--- src/rtl/aes256_round_ctrl.sv ---
// Word-serial AES-256 encryption sequencer: walks rounds 0..14 one column per cycle,
// feeding an external S-box and a shared mix_w column unit from the held cipher state.
module aes256_round_ctrl (
    input  logic         clk,
    input  logic         rst,
    input  logic         start,
    input  logic [127:0] in_block,
    output logic         busy,
    output logic         done,
    output logic [127:0] out_block,
    output logic [3:0]   rk_round,
    output logic [1:0]   rk_word,
    input  logic [31:0]  rk_data,
    output logic [31:0]  sb_in,
    input  logic [31:0]  sb_out,
    output logic [3:0]   mix_round,
    output logic [31:0]  mix_key,
    output logic [31:0]  mix_in,
    input  logic [31:0]  mix_out
);

    typedef enum logic [1:0] {
        IDLE = 2'd0,
        RUN  = 2'd1,
        DONE = 2'd2
    } fsm_t;

    fsm_t fsm, fsm_nxt;

    // state[3-c] is column c and state[3-c][3-b] is byte b of that column,
    // so column 0 occupies [127:96] with its byte 0 at [127:120].
    logic [3:0][3:0][7:0] state;
    logic [2:0][31:0]     nxt;
    logic [3:0]           round;
    logic [1:0]           word;
    logic                 last;

    assign last = (round == 4'd14) && (word == 2'd3);

    // NOTE: sequential state uses non-blocking assignments so every register
    // samples pre-edge values regardless of statement order.
    always_ff @(posedge clk) begin
        if (rst) fsm <= IDLE;
        else     fsm <= fsm_nxt;
    end

    // NOTE: every output of this block gets a default first, so no path
    // through the case can leave a signal unassigned and infer a latch.
    always_comb begin
        fsm_nxt = fsm;
        busy    = 1'b0;
        done    = 1'b0;
        case (fsm)
            IDLE: begin
                if (start) fsm_nxt = RUN;
            end
            RUN: begin
                busy = 1'b1;
                if (last) fsm_nxt = DONE;
            end
            DONE: begin
                busy    = 1'b1;
                done    = 1'b1;
                fsm_nxt = IDLE;
            end
            default: fsm_nxt = IDLE;
        endcase
    end

    always_ff @(posedge clk) begin
        if (rst) begin
            state     <= '0;
            nxt       <= '0;
            round     <= '0;
            word      <= '0;
            out_block <= '0;
        end else begin
            case (fsm)
                IDLE: begin
                    if (start) begin
                        state <= in_block;
                        round <= 4'd0;
                        word  <= 2'd0;
                    end
                end
                RUN: begin
                    // The whole state is replaced only once the round's fourth
                    // column is done, because ShiftRows reads every column.
                    case (word)
                        2'd0: nxt[2] <= mix_out;
                        2'd1: nxt[1] <= mix_out;
                        2'd2: nxt[0] <= mix_out;
                        default: begin
                            state <= {nxt, mix_out};
                            if (round == 4'd14) out_block <= {nxt, mix_out};
                            else                round     <= round + 4'd1;
                        end
                    endcase
                    word <= word + 2'd1;
                end
                default: ;
            endcase
        end
    end

    assign rk_round  = round;
    assign rk_word   = word;
    assign mix_round = round;
    assign mix_key   = rk_data;

    // ShiftRows: row b of output column j comes from column (j+b) mod 4;
    // the 2-bit sums wrap naturally.
    assign sb_in = {state[~word][3],
                    state[~(word + 2'd1)][2],
                    state[~(word + 2'd2)][1],
                    state[~(word + 2'd3)][0]};

    assign mix_in = (fsm != RUN || round == 4'd0) ? state[~word] : sb_out;

endmodule

--- config.mk ---
export PLATFORM = sky130hd
export DESIGN_NAME = aes256_round_ctrl
export DESIGN_NICKNAME = d
export VERILOG_FILES = /design/src/rtl/aes256_round_ctrl.sv
export SDC_FILE = /design/constraint.sdc
export NUM_CORES = 1
export LEC_CHECK = 0
export CELL_PAD_IN_SITES_DETAIL_PLACEMENT = 0
export CELL_PAD_IN_SITES_GLOBAL_PLACEMENT = 1
export CORE_ASPECT_RATIO = 1.25
export CORE_MARGIN = 3
export CORE_UTILIZATION = 30
export CTS_CLUSTER_SIZE = 24
export DETAILED_ROUTE_END_ITERATION = 10
export PLACE_DENSITY_LB_ADDON = 0.05
export REMOVE_ABC_BUFFERS = 1
export SLEW_MARGIN = 5
export SYNTH_ARGS = -nofsm -noshare
export SYNTH_HDL_FRONTEND = slang
export SYNTH_SLANG_ARGS = --single-unit
--- constraint.sdc ---
create_clock -name clk -period 2.6 [get_ports clk]
set_input_delay 0.39 -clock clk [delete_from_list [all_inputs] [get_ports clk]]
set_output_delay 0.39 -clock clk [all_outputs]
set_load 0.02 [all_outputs]
==> results of run 1 <==
==> Yosys cell counts (2+ instances only) <==
library cell,count
nor2_1,3
buf_4,54
nand4_1,4
nand2_1,198
a21oi_1,355
nand3_1,133
mux4_2,40
o21ai_0,128
and2_1,4
clkbuf_1,98
a31oi_1,2
buf_2,53
mux2i_1,129
a211oi_1,128
buf_6,24
and3_1,2
nand2b_1,3
inv_1,9
ha_1,12
a311oi_1,2
mux2_4,5
mux2_2,28
dfxtp_1,360
mux4_1,16
==> critical path: cells and delay by family (launching register included) <==
| family | cells | cell delay [ns] |
|---|---|---|
| muxes | 2 | 0.79 |
| buffers and inverters | 4 | 0.53 |
| DFF | 1 | 0.39 |
==> area by class of cell <==
cell class,count,area [um^2],area share
Timing Repair Buffer,506,5520,0.236
Sequential cell,360,7220,0.308
Clock inverter,10,104,0.00443
Antenna cell,4,10.0,0.000427
Multi-Input combinational cell,1204,8300,0.354
Clock buffer,66,1330,0.0565
Inverter,10,52.6,0.00224
Tap cell,735,920,0.0392
==> logic make-up (layout without fill, tap and decap cells) <==
| logic type | count (synthesis) | after routing | share of synthesized area |
|---|---|---|---|
| other | 0 | 4 | 0 |
| and+or+nand+nor | 350 | 350 | 0.0912 |
| muxes | 218 | 218 | 0.179 |
| buffers and inverters | 241 | 592 | 0.0810 |
| AOI/OAI and AO/OA | 624 | 624 | 0.209 |
| DFF | 360 | 360 | 0.431 |
| adders and majority gates | 12 | 12 | 0.00897 |
==> through the flow <==
stage               setup slack (ns)  utilization
floorplan                      -7.69            -
global placement              0.0797        0.386
detailed placement            0.0838        0.386
CTS                           -0.129        0.422
global route                  -0.131        0.426
finish                       -0.0636        0.426
==> layout by cell type (no fill, tap or decap), drive strengths merged <==
| master | synthesis | final |
|---|---|---|
| dfxtp | 360 | 360 |
| a21oi | 356 | 356 |
| clkdlybuf4s50 | 0 | 333 |
| nand2 | 198 | 198 |
| buf | 132 | 157 |
| nand3 | 133 | 133 |
| mux2i | 129 | 129 |
| a211oi | 128 | 128 |
| o21ai | 128 | 128 |
| clkbuf | 99 | 72 |
| mux4 | 56 | 56 |
| mux2 | 33 | 33 |
| ha | 12 | 12 |
| dlygate4sd2 | 0 | 10 |
| clkinv | 0 | 9 |
| inv | 10 | 9 |
| diode | 0 | 4 |
| nand4 | 4 | 4 |
| and2 | 4 | 4 |
| nor2 | 3 | 3 |
| nand2b | 3 | 3 |
| a31oi | 2 | 2 |
| a311oi | 2 | 2 |
| and3 | 2 | 2 |
| bufinv | 0 | 2 |
| a21o | 1 | 1 |
| a31o | 1 | 1 |
| nor4bb | 1 | 1 |
| a41oi | 1 | 1 |
| o211ai | 1 | 1 |
| o2111ai | 1 | 1 |
| o221ai | 1 | 1 |
| a32oi | 1 | 1 |
| o31ai | 1 | 1 |
| and4 | 1 | 1 |
| nor4 | 1 | 1 |
==> timing repair <==
action / in CTS / in global routing
hold endpoints to repair: 0 / 0
endpoints found under the setup margin: 64 / 144
setup buffers: 35 / 12
gates cloned: 4 / 3
gates resized for setup: 332 / 57
pin swaps: 3 / 4
==> per-layer routing <==
layer / up-vias / routed length (um)
met4: 8 / 1800
met2: 480 / 35400
met5: - / 56
met1: 7660 / 30800
li1: 7189 / -
met3: 85 / 5130
==> worst paths after layout <==
kind                   endpoint  slack (ns)  depth (start not counted)
setup / recovery      mix_in[2]       -0.06                          6
hold / removal    out_block[70]        0.21                          2
setup reg to reg  out_block[68]        0.14                         15
hold reg to reg         nxt[67]        0.47                          2
==> report_power, final <==
group	internal, W	total (W)	switching, W
Clock	0.00369	0.00615	0.00246
Combinational	0.00203	0.00419	0.00216
Sequential	0.00598	0.00637	0.000392
Total	0.0117	0.0167	0.00500
==> flip-flops by register name, summed over array words and instances, names as in the netlist <==
signal	flops
state	128
nxt	96
mix_round	4
rk_word	2
fsm	2
out_block	128
==> flow_summary.yaml, run 1 <==
run_status:
  outcome: "complete, but fails checks"
  violations: "setup timing"
clocking:
  root_buffer: "clkbuf_16"
  clock-sinks: 360
  h-tree-depth: 2
  cts_buffers: 43
  cts_max_path_buffers: 3
  clk_pin_slew_ns: 0.06
  cts_tree: "yes"
  insertion_delay_ns: 0.56
  cts_hold_buf: 0
synthesis:
  synthCells: 1805
  ys_ff_latch: 360
  yosys_warnings: 0
  syn_area_mm2: 0.0167
  async_flop_share: 0
  synth-edff-count: 0
  synth_cell_types: 39
  ys_top_cells_by_area: "dfxtp_1 (43%), a21oi_1 (11%), mux2i_1 (7.7%)"
  synthFlopType: "dfxtp_1"
  yosysSeqAreaShare: 0.431
  yosys.area.top_type: "dfxtp_1"
  synth_top_area_frac: 0.431
  syn_avg_cell_area_um2: 9.27
routing:
  firstDrtPassIters: 5
  wl_per_cell_um: 25.3
  ant_nets: 0
  drtIter0Drc: 876
  drc_errors: 0
  viasPerCell: 5.33
  num_vias: 15422
  wl_um: 73100
cells_and_area:
  fin_nets: 2364
  fin_cells: 2895
  areaGrowthSynthToFinish_pct: 40.1
  fillers: 5508
  final_area_mm2: 0.0234
  drive_above_1_share: 0.160
critical_path:
  arrival_ns: 2.27
  worstSetupPathType: "flip-flop to output port"
  critPathMaxFanout: 5
  r2r-start: "mix_round[0]"
  crit_start: "rk_word[0]"
  cp.required_ns: 2.21
  cp_cell_sequence: "buf_6 > buf_12 > buf_12 > mux4_2 > mux2_4 > buf_6"
  cp-start-kind: "flip-flop"
  slowest_delay_ns: 0.51
  slowest_stage: "mux4_2"
  end_kind: "output port"
global_route:
  grt_max_degree: 129
  grtUsageMet2: 0.391
  grt_pass1_vias: 15137
  grt_overflow_total: 0
  grt_use_total: 0.237
  use_met3: 0.0689
  busiest_layer: "met2"
  met1_usage: 0.301
  grt_pass1_wl_um: 106000
  antenna_found_initial: 8
sta:
  grt_setup_unrepaired: "yes"
  hold_viol: 0
  holdWs_ns: 0.206
  finalSetupTns_ns: -0.798
  finalCriticalPeriod_ns: 2.66
  finalMaxSlewViolations: 0
  worstMarginPinSlew_ns: 0.654
  setup_viol: 25
  slew_headroom: 0.564
  fin_skew_ns: 0.0137
  finalCritPeriodShare: 1.02
  layout_setup_ws_ns: -0.0636
  fmax_mhz: 375
placed_design:
  port_buffers: 398
  dp_hpwl_um: 44100
  gp_congestion: 0.761
  dpl_cell_area_mm2: 0.0212
  dp.cells: 2762
power_and_ir_drop:
  power_w: 0.0167
  leakagePower_nw: 8.07
  vdd.ir_drop.worst_mv: 0.367
  powerDensity_mw_per_mm2: 713
worst_hold_path:
  hold_path.class: "input port to flip-flop"
  hp-start: "rst"
die:
  die_w_um: 217
  die-area_mm2: 0.0587
  die_h_um: 270
  core_mm2: 0.0550
  ioPinCount: 463
  num_rows: 96
  start_util: 0.304
job:
  cap_violations: 0
No activity file was read; power rests on OpenSTA's default activity.
==> run 2, diff against run 1 <==
ABC_AREA = 1   (was unset)
SKIP_CTS_REPAIR_TIMING = 1   (was unset)
clock period = 2.7 ns   (was 2.6 ns; I/O delays follow)
==> run 2 against run 1 <==
Effect of this change: the flow still finishes with violations (setup timing); synthesized area fell by 2.2%; sequential share of layout area increased by 1.4 points; register-to-register slack improved by 0.41 ns; worst setup slack worse by 0.088 ns; utilization down 0.95 points; clock power shrank 8.3%; first-iteration DRC count is 18% higher; clock-buffer cell count fell by 8; largest power group is now combinational logic.
==> flow_summary.yaml, run 2 <==
run_status:
  outcome: "complete, but fails checks"
  violations: "setup timing"
cells_and_area:
  largest_registers: "out_block x128, state x128, nxt x96"
  drive_above_1_share: 0.0616
  areaGrowthSynthToFinish_pct: 37.1
  mostFrequentLayoutCell: "nand2_1"
  final_area_mm2: 0.0224
  utilization: 0.417
  layout_common_cells: "nand2_1 (421), o21ai_0 (385), dfxtp_1 (358)"
  fin_nets: 2857
synthesis:
  synthTopCellsByCount: "nand2_1 (425), o21ai_0 (386), dfxtp_1 (360)"
  yosys_warnings: 0
  ys_ff_latch: 360
  syn_avg_cell_area_um2: 6.99
  synth_cell_types: 27
  ys_top_cells_by_area: "dfxtp_1 (44%), o21ai_0 (12%), nand2_1 (9.7%)"
  synthCells: 2343
  synth_most_common_cell: "nand2_1"
  synthFlopType: "dfxtp_1"
  synth_top_area_frac: 0.440
  yosys.area.top_type: "dfxtp_1"
  yosysSeqAreaShare: 0.440
  synth-edff-count: 0
  syn_area_mm2: 0.0164
  async_flop_share: 0
global_route:
  grt_max_degree: 94
  grt_pass1_vias: 16193
  grt_use_total: 0.225
  antenna_found_initial: 9
  grt_overflow_total: 0
  grt_pass1_wl_um: 100000
power_and_ir_drop:
  powerDensity_mw_per_mm2: 1010
  leakagePower_nw: 9.32
  p_clk_frac: 0.249
  p_int_w: 0.0134
  power_frac_comb: 0.437
  seq_power_share: 0.314
  vdd.ir_drop.worst_mv: 0.515
  swShare: 0.410
  switching_power_w: 0.00929
die:
  die-area_mm2: 0.0574
  core_mm2: 0.0538
  die_h_um: 267
  start_util: 0.304
  ioPinCount: 463
  die_w_um: 215
  num_rows: 95
clocking:
  root_buffer: "clkbuf_16"
  cts_buffers: 43
  cts_max_path_buffers: 3
  clk_pin_slew_ns: 0.06
  clock-sinks: 360
  cts_tree: "yes"
  h-tree-depth: 2
  insertion_delay_ns: 0.56
routing:
  num_vias: 16761
  drc_errors: 0
  wl_um: 69000
  viasPerCell: 4.95
  wl_per_cell_um: 20.4
  drtIter0Drc: 1036
  firstDrtPassIters: 5
  ant_nets: 0
sta:
  setup_viol: 3
  finalCritPeriodShare: 1.06
  holdWs_ns: 0.415
  finalSetupTns_ns: -0.350
  grt_setup_unrepaired: "yes"
  slew_headroom: 0.430
  finalCriticalPeriod_ns: 2.85
  fin_skew_ns: 0.0173
  finalMaxSlewViolations: 0
  layout_setup_ws_ns: -0.152
  worstMarginPinSlew_ns: 0.855
  fmax_mhz: 351
  hold_viol: 0
placed_design:
  dpl_cell_area_mm2: 0.0209
  gp_congestion: 0.757
  dp_hpwl_um: 43000
  place_ws_ns: 0.270
  port_buffers: 398
worst_hold_path:
  hold_path.class: "input port to flip-flop"
job:
  cap_violations: 0
critical_path:
  cp.required_ns: 2.30
  critPathMaxFanout: 38
  cp-start-kind: "flip-flop"
  worstSetupPathType: "flip-flop to output port"
  arrival_ns: 2.45
  end_kind: "output port"
run 2: cell count changes in the layout (fill, tap and decap cells not counted), sizes merged, moves of 52 or more:
cell    previous run  this run
a211oi           128         1
nor2               3       217
buf              157        69
inv                9       136
mux2i            129         0
mux4              56         0
o21ai            128       480
nor3               0        52
nand2            198       429
run 2: stage by stage:
step | instances | power, W
floorplan | 2110 | 0.0125
global placement | 3296 | 0.0172
detailed placement | 3296 | 0.0172
CTS | 3370 | 0.0230
global route | 3378 | 0.0242
finish | 3384 | 0.0227
run 2: power by group through the flow:
stage | clock network, W | logic, W | registers, W
detailed placement | 0 | 0.0100 | 0.00719
CTS | 0.00584 | 0.0101 | 0.00708
global route | 0.00602 | 0.0109 | 0.00724
finish | 0.00564 | 0.00989 | 0.00712
global placement | 0 | 0.00999 | 0.00718
floorplan | 0 | 0.00526 | 0.00721
run 2: logic make-up (layout without fill, tap and decap cells):
family,Yosys count,in the layout,synth area share
other,0,10,0
buffers and inverters,369,673,0.105
DFF,360,360,0.440
and+or+nand+nor,786,786,0.194
AOI/OAI and AO/OA,816,816,0.252
adders and majority gates,12,12,0.00917
run 2: layer usage:
metal  vias to the layer above  track usage  part of all wire
met5                         -       0.0125            0.0017
met3                        90       0.0536             0.062
li1                       8309            -                 -
met1                      7878        0.293              0.45
met4                         6       0.0633             0.022
met2                       478        0.372              0.47
run 2: final timing paths:
| check | start | end | slack (ns) | cells after the start |
|---|---|---|---|---|
| hold reg to reg | state[110] | state[110] | 0.44 | 2 |
| hold / removal | rst | nxt[91] | 0.41 | 4 |
| setup reg to reg | rk_word[1] | nxt[55] | 0.55 | 7 |
| setup / recovery | rk_word[0] | mix_in[14] | -0.15 | 5 |
run 2: cell type report:
type,instances,area [um^2]
diodes,10,25.0
clock buffers,58,1190
clock inverters,16,143
fillers,5696,31400
inverters,136,526
multi-input cells,1614,7500
flip-flops and latches,360,7210
well taps,727,910
repair buffers,463,4930
run 2: critical path: stages, from the launching register on:
cell and delay, ns:
dfxtp_4 0.40, clkbuf_16 0.23, o21ai_0 0.30, nand2_1 0.12
a31oi_1 0.16, clkdlybuf4s50_1 0.63
